<file path="config.mk">
export PLATFORM = sky130hd
export DESIGN_NAME = systolic_sweep_scheduler
export DESIGN_NICKNAME = d
export VERILOG_FILES = /design/src/rtl/systolic_sweep_scheduler_pkg.sv /design/src/rtl/systolic_sweep_scheduler_ping_pong_counter.sv /design/src/rtl/systolic_sweep_scheduler.sv
export SDC_FILE = /design/constraint.sdc
export NUM_CORES = 1
export LEC_CHECK = 0
export BUFFER_PORTS_ARGS = -buffer_cell sky130_fd_sc_hd__buf_2
export CAP_MARGIN = 20
export CORE_MARGIN = 8
export CORE_UTILIZATION = 40
export CTS_BUF_LIST = sky130_fd_sc_hd__clkbuf_4 sky130_fd_sc_hd__clkbuf_8
export DETAILED_ROUTE_END_ITERATION = 12
export GPL_TIMING_DRIVEN = 0
export SYNTH_ARGS = -nofsm -noshare
export SYNTH_HDL_FRONTEND = slang
export SYNTH_HIERARCHICAL = 1
export SYNTH_SLANG_ARGS = --single-unit
</file>
<file path="constraint.sdc">
create_clock -name i_clk -period 4.2 [get_ports i_clk]
set_clock_uncertainty 0.2 [all_clocks]
set_input_delay 0.42 -clock i_clk [delete_from_list [all_inputs] [get_ports i_clk]]
set_output_delay 0.42 -clock i_clk [all_outputs]
set_load 0.03 [all_outputs]
</file>
<file path="src/rtl/systolic_sweep_scheduler_pkg.sv">
// Shared configuration for the tau array schedulers.
//   N_TAU_X : maximum systolic group size (taus per group)
//   CNT_BW  : width of the per-sweep beat count
//   state_t : scheduler FSM states
//   cn_width: index width that stays at least one bit wide for tiny groups
package systolic_sweep_scheduler_pkg;

  localparam int N_TAU_X = 4;
  localparam int CNT_BW  = 16;

  typedef enum logic {
    IDLE = 1'b0,
    RUN  = 1'b1
  } state_t;

  function automatic int cn_width(input int n);
    return (n > 1) ? $clog2(n) : 1;
  endfunction

endpackage

</file>
<file path="src/rtl/systolic_sweep_scheduler_ping_pong_counter.sv">
// Ping-pong counter: 0,1,..,g-1,g-1,..,1,0,0,1,.. with direction flag.
// Ports:
//   i_clk, i_rst : clock, synchronous active-high reset
//   load         : restart at cnt=0, dir=0 (wins over step)
//   step         : advance one position within group size g
//   g            : active group size (must be >= 1 while stepping)
//   cnt, dir     : registered counter value and half (0 asc, 1 desc)
//   cnt_nxt      : value cnt takes at the next edge (lets callers register
//                  decodes of it in step with cnt)
module ping_pong_counter
  import systolic_sweep_scheduler_pkg::*;
#(
  parameter int N   = N_TAU_X,
  localparam int CN  = cn_width(N),
  localparam int CN1 = $clog2(N + 1)
) (
  input  logic           i_clk,
  input  logic           i_rst,
  input  logic           load,
  input  logic           step,
  input  logic [CN1-1:0] g,
  output logic [CN-1:0]  cnt,
  output logic           dir,
  output logic [CN-1:0]  cnt_nxt
);

  logic [CN-1:0] cnt_q;
  logic          dir_q;
  logic          dir_nxt;

  // NOTE: every signal assigned in always_comb gets a default at the top so
  // no path leaves it unassigned (which would infer a latch).
  always_comb begin
    cnt_nxt = cnt_q;
    dir_nxt = dir_q;
    if (load) begin
      cnt_nxt = '0;
      dir_nxt = 1'b0;
    end else if (step) begin
      if (!dir_q) begin
        // At the top of the group the value repeats once while turning.
        if (CN1'(cnt_q) < g - CN1'(1)) cnt_nxt = cnt_q + CN'(1);
        else                           dir_nxt = 1'b1;
      end else begin
        if (cnt_q != '0) cnt_nxt = cnt_q - CN'(1);
        else             dir_nxt = 1'b0;
      end
    end
  end

  // NOTE: sequential state uses non-blocking assignments so all registers
  // update together from values sampled before the edge.
  always_ff @(posedge i_clk) begin
    if (i_rst) begin
      cnt_q <= '0;
      dir_q <= 1'b0;
    end else begin
      cnt_q <= cnt_nxt;
      dir_q <= dir_nxt;
    end
  end

  assign cnt = cnt_q;
  assign dir = dir_q;

endmodule

</file>
<file path="src/rtl/systolic_sweep_scheduler.sv">
// Systolic sweep scheduler: turns one accepted sweep command (group size g,
// beat count nbeat) into a handshaked stream of beats, each carrying the
// ping-pong counter, its direction and a one-hot hold mask for the taus.
// Ports:
//   i_clk, i_rst      : clock, synchronous active-high reset
//   src_rdy / src_ack : sweep command handshake (ack combinational, IDLE only)
//   i_gsize, i_nbeat  : command group size (saturated to N_TAU_X) and beats
//   dst_rdy / dst_ack : beat handshake
//   o_cnt, o_dir      : ping-pong value and half of the current beat
//   o_hold            : bit i set when o_cnt == i and i < g
//   o_last            : current beat is the final beat of the sweep
//   o_busy            : sweep in progress
module systolic_sweep_scheduler
  import systolic_sweep_scheduler_pkg::*;
#(
  parameter int N_TAU_X = systolic_sweep_scheduler_pkg::N_TAU_X,
  parameter int CNT_BW  = systolic_sweep_scheduler_pkg::CNT_BW,
  localparam int CN  = cn_width(N_TAU_X),
  localparam int CN1 = $clog2(N_TAU_X + 1)
) (
  input  logic               i_clk,
  input  logic               i_rst,
  input  logic               src_rdy,
  output logic               src_ack,
  input  logic [CN1-1:0]     i_gsize,
  input  logic [CNT_BW-1:0]  i_nbeat,
  output logic               dst_rdy,
  input  logic               dst_ack,
  output logic [CN-1:0]      o_cnt,
  output logic               o_dir,
  output logic [N_TAU_X-1:0] o_hold,
  output logic               o_last,
  output logic               o_busy
);

  state_t               state_q;
  logic [CN1-1:0]       g_q;
  logic [CNT_BW-1:0]    nbeat_q;
  logic [CNT_BW-1:0]    beat_q;
  logic                 last_q;
  logic [N_TAU_X-1:0]   hold_q;

  logic [CN1-1:0]       g_sat;
  logic                 cmd_go;
  logic                 step;
  logic [CN-1:0]        cnt_nxt;

  function automatic logic [N_TAU_X-1:0] hold_mask(input logic [CN-1:0]  c,
                                                    input logic [CN1-1:0] g);
    logic [N_TAU_X-1:0] m;
    for (int i = 0; i < N_TAU_X; i++) m[i] = (i < int'(g)) && (int'(c) == i);
    return m;
  endfunction

  // Ack is suppressed during reset so a command held through reset is taken
  // in the first clean IDLE cycle instead of being swallowed by the reset.
  assign src_ack = src_rdy && (state_q == IDLE) && !i_rst;
  assign g_sat   = (i_gsize > CN1'(N_TAU_X)) ? CN1'(N_TAU_X) : i_gsize;
  assign cmd_go  = src_ack && (g_sat != '0) && (i_nbeat != '0);
  assign step    = (state_q == RUN) && dst_ack && !last_q;

  ping_pong_counter #(.N(N_TAU_X)) u_ppc (
    .i_clk   (i_clk),
    .i_rst   (i_rst),
    .load    (cmd_go),
    .step    (step),
    .g       (g_q),
    .cnt     (o_cnt),
    .dir     (o_dir),
    .cnt_nxt (cnt_nxt)
  );

  always_ff @(posedge i_clk) begin
    if (i_rst) begin
      state_q <= IDLE;
      g_q     <= '0;
      nbeat_q <= '0;
      beat_q  <= '0;
      last_q  <= 1'b0;
      hold_q  <= '0;
    end else begin
      case (state_q)
        IDLE: begin
          if (cmd_go) begin
            state_q <= RUN;
            g_q     <= g_sat;
            nbeat_q <= i_nbeat;
            beat_q  <= '0;
            last_q  <= (i_nbeat == CNT_BW'(1));
            hold_q  <= hold_mask(cnt_nxt, g_sat);
          end
        end
        RUN: begin
          if (dst_ack) begin
            if (last_q) begin
              state_q <= IDLE;
              last_q  <= 1'b0;
              hold_q  <= '0;
            end else begin
              beat_q <= beat_q + CNT_BW'(1);
              // Registered look-ahead: the new beat is last when it is nbeat-1.
              last_q <= (beat_q + CNT_BW'(1)) == (nbeat_q - CNT_BW'(1));
              hold_q <= hold_mask(cnt_nxt, g_q);
            end
          end
        end
        default: state_q <= IDLE;
      endcase
    end
  end

  assign dst_rdy = (state_q == RUN);
  assign o_busy  = (state_q == RUN);
  assign o_last  = last_q;
  assign o_hold  = hold_q;

endmodule

</file>
# [Word-level counts from Yosys, hierarchy flattened]
# Index checks and enable logic that the tools add are counted.
[totals] ff_bits=44 out_inout_bits=11 word_cells=81
[classes] n_addsub=5 n_lt_le_gt_ge=10 n_eq_ne=8 muxes=25 bitwise_logic=1 n_reduce_logical=24
[op_table] cell="16-bit 2-to-1 mux" count=3
[op_table] cell="16-bit one-hot mux with 2 select lines" count=1
[op_table] cell="16-bit by 1-bit adder with 16-bit output (second input constant)" count=1
[op_table] cell="16-bit by 1-bit equality test with 1-bit output (second input constant)" count=1
[op_table] cell="16-bit equality test" count=1
[op_table] cell="16-bit nonzero test" count=1
[op_table] cell="16-bit by 1-bit subtractor with 16-bit output (second input constant)" count=1
[op_table] cell="1-bit logical AND" count=14
[op_table] cell="1-bit by 3-bit less-than comparator with 1-bit output (first input constant)" count=4
[op_table] cell="2-bit by 3-bit less-than comparator with 1-bit output (first input constant)" count=4
[op_table] cell="4-bit 2-to-1 mux" count=3
[op_table] cell="2-bit 2-to-1 mux" count=5
[op_table] cell="1-bit 2-to-1 mux" count=9
[op_table] cell="4-bit one-hot mux with 2 select lines" count=1
[op_table] cell="2-bit inequality test (second input constant)" count=3
[op_table] cell="2-bit equality test (second input constant)" count=2
[op_table] cell="1-bit one-hot mux with 2 select lines" count=2
[op_table] cell="2-bit AND reduction" count=2
[op_table] cell="3-bit > comparator (second input constant)" count=1
[op_table] cell="2-bit by 3-bit less-than comparator with 1-bit output" count=1
[op_table] cell="3-bit 2-to-1 mux" count=1
[op_table] cell="3-bit AND reduction" count=1
[op_table] cell="3-bit nonzero test" count=1
[op_table] cell="3-bit by 1-bit subtractor with 3-bit output (second input constant)" count=1
[op_table] cell="other kinds (8)" count=9

# [Logic depth before layout (Yosys ltp)]
[depth] ltp_word=11 mapped_depth=12 ltp_nobuf=11

# [By module]
# Netlist, hierarchy kept.
[by_module_without_submodules] module="systolic_sweep_scheduler" n_inst=1 cells_each=339 area_each_um2=2539.9 seq_area_each_um2=820.8
[by_module_without_submodules] module="ping_pong_counter" n_inst=1 cells_each=35 area_each_um2=305.3 seq_area_each_um2=60.1

# [Worst setup path before layout]
# No wires, ideal clock.
[synth_timing] path_type="reg-to-reg" from="register state_q, in the netlist dst_rdy" to="register hold_q[0], in the netlist o_hold[0]" setup_ns=0.065 t_arrival_ns=2.859 required_ns=3.935 path_slack_ns=1.076 stages_incl_launch_ff=11 n_path_buf=2 period_less_slack_ns=3.124 cell_sequence="dfxtp_1 buf_2 nor3b_1 and2b_1 o31ai_2 inv_2 clkbuf_1 nor2_1 nor4_1 a21oi_1 nor2_1"
[synth_via] elab_chain_cells=11 word_cells_on_any_way=19 classes_between="eq/ne: 2; mux: 6; bitwise: 1; reduce/logical: 10"
[synth_rtl] element="from (decl)" line="systolic_sweep_scheduler.sv:36" rtl="state_t state_q;"
[synth_rtl] element="from (signal assigned)" line="systolic_sweep_scheduler.sv:75" rtl="state_q <= IDLE;"
[synth_rtl] element="from (signal assigned)" line="systolic_sweep_scheduler.sv:85" rtl="state_q <= RUN;"
[synth_rtl] element="from (signal assigned)" line="systolic_sweep_scheduler.sv:96" rtl="state_q <= IDLE;"
[synth_rtl] element="1-bit inverter (no source line) *"
[synth_rtl] element="1-bit logical AND * (2 in a row)" line="systolic_sweep_scheduler.sv:57" rtl="assign src_ack = src_rdy && (state_q == IDLE) && !i_rst;"
[synth_rtl] element="named net src_ack" line="systolic_sweep_scheduler.sv:24" rtl="output logic src_ack,"
[synth_rtl] element="1-bit logical AND * (2 in a row)" line="systolic_sweep_scheduler.sv:59" rtl="assign cmd_go = src_ack && (g_sat != '0) && (i_nbeat != '0);"
[synth_rtl] element="named net cmd_go" line="systolic_sweep_scheduler.sv:44" rtl="logic cmd_go;"
[synth_rtl] element="2-bit 2-to-1 mux *" line="systolic_sweep_scheduler_ping_pong_counter.sv:36" rtl="if (load) begin"
[synth_rtl] element="named net cnt_nxt[0]" line="systolic_sweep_scheduler.sv:46" rtl="logic [CN-1:0] cnt_nxt;"
[synth_rtl] element="2-bit logical NOT *" line="systolic_sweep_scheduler.sv:51" rtl="for (int i = 0; i < N_TAU_X; i++) m[i] = (i < int'(g)) && (int'(c) == i);"
[synth_rtl] element="1-bit logical AND" line="systolic_sweep_scheduler.sv:51"
[synth_rtl] element="4-bit 2-to-1 mux" line="systolic_sweep_scheduler.sv:95" rtl="if (last_q) begin"
[synth_rtl] element="4-bit 2-to-1 mux" line="systolic_sweep_scheduler.sv:94" rtl="if (dst_ack) begin"
[synth_rtl] element="4-bit one-hot mux with 2 select lines *" line="systolic_sweep_scheduler.sv:82" rtl="case (state_q)"
[synth_rtl] element="to (signal assigned)" line="systolic_sweep_scheduler.sv:90" rtl="hold_q <= hold_mask(cnt_nxt, g_sat);"
[synth_rtl] element="to (signal assigned)" line="systolic_sweep_scheduler.sv:103" rtl="hold_q <= hold_mask(cnt_nxt, g_q);"
[synth_rtl] element="to (decl)" line="systolic_sweep_scheduler.sv:41" rtl="logic [N_TAU_X-1:0] hold_q;"
# The timed path passes the listed nets; every way through them passes the cells marked *. The select of a mux whose other input is x is not followed.
# A chain may end at the register's enable or synchronous reset.

# [Worst setup path after layout]
[layout_timing] from="register state_q, in the netlist dst_rdy" to="register hold_q[0], in the netlist o_hold[0]"
[layout_via] word_cells_on_any_way=19 classes_between="eq/ne: 2; mux: 6; bitwise: 1; reduce/logical: 10"
[layout_rtl] element="1-bit logical AND * (2 in a row)" line="systolic_sweep_scheduler.sv:60" rtl="assign step = (state_q == RUN) && dst_ack && !last_q;"
[layout_rtl] element="named net step" line="systolic_sweep_scheduler.sv:45" rtl="logic step;"
[layout_rtl] element="2-bit 2-to-1 mux *" line="systolic_sweep_scheduler_ping_pong_counter.sv:39" rtl="end else if (step) begin"
[layout_rtl] element="2-bit 2-to-1 mux *" line="systolic_sweep_scheduler_ping_pong_counter.sv:36"
[layout_rtl] element="named net cnt_nxt[1]" line="systolic_sweep_scheduler.sv:46"
[layout_rtl] element="2-bit logical NOT *" line="systolic_sweep_scheduler.sv:51"
[layout_rtl] element="1-bit logical AND" line="systolic_sweep_scheduler.sv:51"
[layout_rtl] element="4-bit 2-to-1 mux" line="systolic_sweep_scheduler.sv:95"
[layout_rtl] element="4-bit 2-to-1 mux" line="systolic_sweep_scheduler.sv:94"
[layout_rtl] element="4-bit one-hot mux with 2 select lines *" line="systolic_sweep_scheduler.sv:82"
# Marks and branches as above.

==> results.sh <==
export IMPL_path_class="reg -> reg"
export IMPL_yosysWarnings=6
export IMPL_syn_inst=374
export IMPL_dieArea_um2=10070
export IMPL_grt_pass1_wl_um=12970
export IMPL_period_needed_ps=3181
export IMPL_avgRoutedWirePerCell_um=14.97
export IMPL_ir_drop_uv=162.0
export IMPL_synth_edf_count=0
export IMPL_synth_ff_type="dfxtp_1"
export IMPL_crit_fanout=15
export IMPL_drv_slew=0
export IMPL_p_seq_share_pct=43.7
export IMPL_yosysMostFrequentCell="nand2_1"
export IMPL_power_internal_mw=0.7161
export IMPL_status="completed"
export IMPL_worstSetupStartpointType="flop"
export IMPL_r2r_start="dst_rdy"
export IMPL_synthArstFlopShare_pct=0
export IMPL_maxCapViolations=0
export IMPL_start_util_pct=41.65
export IMPL_arrival_ps=3220
export IMPL_rsz0062_at_grt="no"
export IMPL_vias=2760
export IMPL_syn2layout_area_growth_pct=14.29
export IMPL_final_net_count=444
export IMPL_yosysTopAreaCell="dfxtp_1"
export IMPL_insertion_delay_ps=300
export IMPL_min_path_type="in -> reg"
export IMPL_min_from="i_rst"
export IMPL_avgViaCountPerCell=5.401
export IMPL_synth_area_per_cell_um2=7.608
export IMPL_rows=30
export IMPL_ant_nets=0
export IMPL_postLayoutCoreUtil_pct=47.60
export IMPL_power_frac_comb_pct=21.5
export IMPL_portBuffers=33
export IMPL_rr_worst_depth=11
export IMPL_syn_area_um2=2845
export IMPL_power_mw=1.012
export IMPL_dp_hpwl_um=5988
export IMPL_r2r_slack_ps=1020
export IMPL_crit_end="o_hold[0]"
export IMPL_ys_seq_area_share_pct=30.96
export IMPL_fin_setup_tns_ps=0
export IMPL_cts_tree="done"
export IMPL_holdBufCountCts=0
export IMPL_grt_pass1_vias=2623
export IMPL_hold_slack_ps=143.2
export IMPL_yosys_top_cells_area="dfxtp_1, xnor2_1, a21oi_1, nand2_1, nor2_1"
export IMPL_grt_use_total_pct=15.89
export IMPL_yosys_cell_types_count=58
export IMPL_ctsLongestPathBuffers=2
export IMPL_die_w_um=100.3
export IMPL_htreeDepth=2
export IMPL_cts_resized=0
export IMPL_p_per_area_nw_per_um2=311.2
export IMPL_overflow=0
export IMPL_drt_iter0_markers=204
export IMPL_max_slew_margin_pct=42.32
export IMPL_finalWeightedCongestion=0.9199
export IMPL_switching_power_mw=0.2958
export IMPL_antenna_found_initial=0
export IMPL_p_sw_share_pct=29.23
export IMPL_power_leakage_nw=1.257
export IMPL_cts_buffers=5
export IMPL_end_kind="flop"
export IMPL_finalHoldViolations=0
export IMPL_rr_endpoint="o_hold[0]"
export IMPL_n_antenna_cell=0
export IMPL_ys_top_cells_by_count="nand2_1, dfxtp_1, a21oi_1"
export IMPL_drc=0
export IMPL_root_buffer="clkbuf_8"
export IMPL_setup_violations_final=0
export IMPL_cp_required_ps=4240
export IMPL_synth_top_cell_area_share_pct=30.96
export IMPL_p_clk_share_pct=34.8
export IMPL_syn_num_nets=404
export IMPL_finalCritPeriodShare_pct=75.74
export IMPL_nFillCells=744
export IMPL_drt_total_wl_um=7651
export IMPL_io_pins=34
export IMPL_tightest_slew_ps=853.2
export IMPL_firstDrtPassIters=5
export IMPL_core_um2=6832
export IMPL_clkTransAtPathRegs_ps=90
export IMPL_crit_start="dst_rdy"
export IMPL_cts_sinks=44
export IMPL_drive_gt1_share_pct=15.42
export IMPL_die_h_um=100.3
export IMPL_post_cts_setup_buffers=0
export IMPL_fmax_mhz=314.4
export IMPL_ys_seq_elements=44
export IMPL_grt_max_degree=16
## cell usage in the layout, fill, tap and decap left out, drive strengths merged, types with 8 or more instances in the layout
master | netlist | layout
dfxtp | 44 | 44
nand4 | 9 | 9
nor2 | 39 | 39
buf | 8 | 41
and3 | 9 | 9
nor3 | 18 | 18
xor2 | 8 | 8
nand3 | 11 | 11
inv | 13 | 13
nand2 | 54 | 54
clkbuf | 8 | 14
o21ai | 20 | 20
a21oi | 43 | 43
xnor2 | 32 | 32
## through the flow
stage / setup WS, ps / area, µm² / cells
finish: 1019 / 3252 / 511
global route: 778.8 / 3252 / 511
CTS: 1101 / 3252 / 511
detailed placement: 1137 / 3131 / 503
global placement: 1147 / 3131 / 503
floorplan: 1076 / 2845 / 374
## state kept, by name (all words and copies together) (netlist names)
signal,cells
beat_q,16
dst_rdy,1
g_q,3
nbeat_q,16
o_hold,4
o_last,1
u_ppc/cnt,2
u_ppc/dir,1
## worst max-delay path, stage by stage (launching register included)
cell	delay, ps
dfxtp_1	370
buf_2	220
inv_1	130
nor2_1	380
nand2_1	300
inv_2	310
o21ai_0	140
a311oi_1	420
nor2_1	150
nor4_1	330
a21oi_1	70
nor2_1	90
## cells by family (layout without fill, tap and decap cells)
group                    count (synthesis)  after routing  synth area share (%)
flip-flops                              44             44                 30.96
buffers and inverters                   29             70                 4.309
XOR/XNOR                                41             41                 13.63
adder cells (fa/ha/maj)                  7              7                 3.078
AO/OA/AOI/OAI                           83             83                 17.41
AND/OR/NAND/NOR                        170            170                 30.61
## routing by layer
| metal | part of all wire (%) | GRT usage [%] | vias up |
|---|---|---|---|
| li1 | - | - | 1397 |
| met1 | 52 | 22.19 | 1283 |
| met2 | 43 | 24.36 | 73 |
| met3 | 3.8 | 2.837 | 7 |
| met4 | 1.0 | 3.953 | 0 |
| met5 | 0 | 0 | - |
## cell type report
class	count	area (µm²)	area share, %
plain buffers	16	73.82	2.270
multi-input cells	301	1842	56.64
clock inverters	2	38.79	1.193
well taps	96	120.1	3.694
inverters	13	48.80	1.501
flip-flops and latches	44	880.8	27.09
repair buffers	33	165.2	5.079
clock buffers	6	82.58	2.539
## power groups by stage
| stage | Combinational (mW) | Sequential (mW) | Clock, mW |
|---|---|---|---|
| floorplan | 0.160 | 0.452 | 0 |
| global placement | 0.216 | 0.452 | 0 |
| detailed placement | 0.218 | 0.452 | 0 |
| CTS | 0.218 | 0.442 | 0.360 |
| global route | 0.241 | 0.444 | 0.379 |
| finish | 0.218 | 0.442 | 0.352 |
## worst min-delay path by stage
stage | to | slack, ps | depth (start not counted)
6_report | u_ppc/cnt[0] | 140 | 2
5_1_grt | u_ppc/cnt[0] | 150 | 2
4_1_cts | u_ppc/cnt[0] | 140 | 2
3_5_place_dp | o_hold[1] | 250 | 2
3_3_place_gp | o_hold[2] | 240 | 2
2_1_floorplan | nbeat_q[15] | 250 | 2
Note: power is estimated with default switching activity, not from simulation.
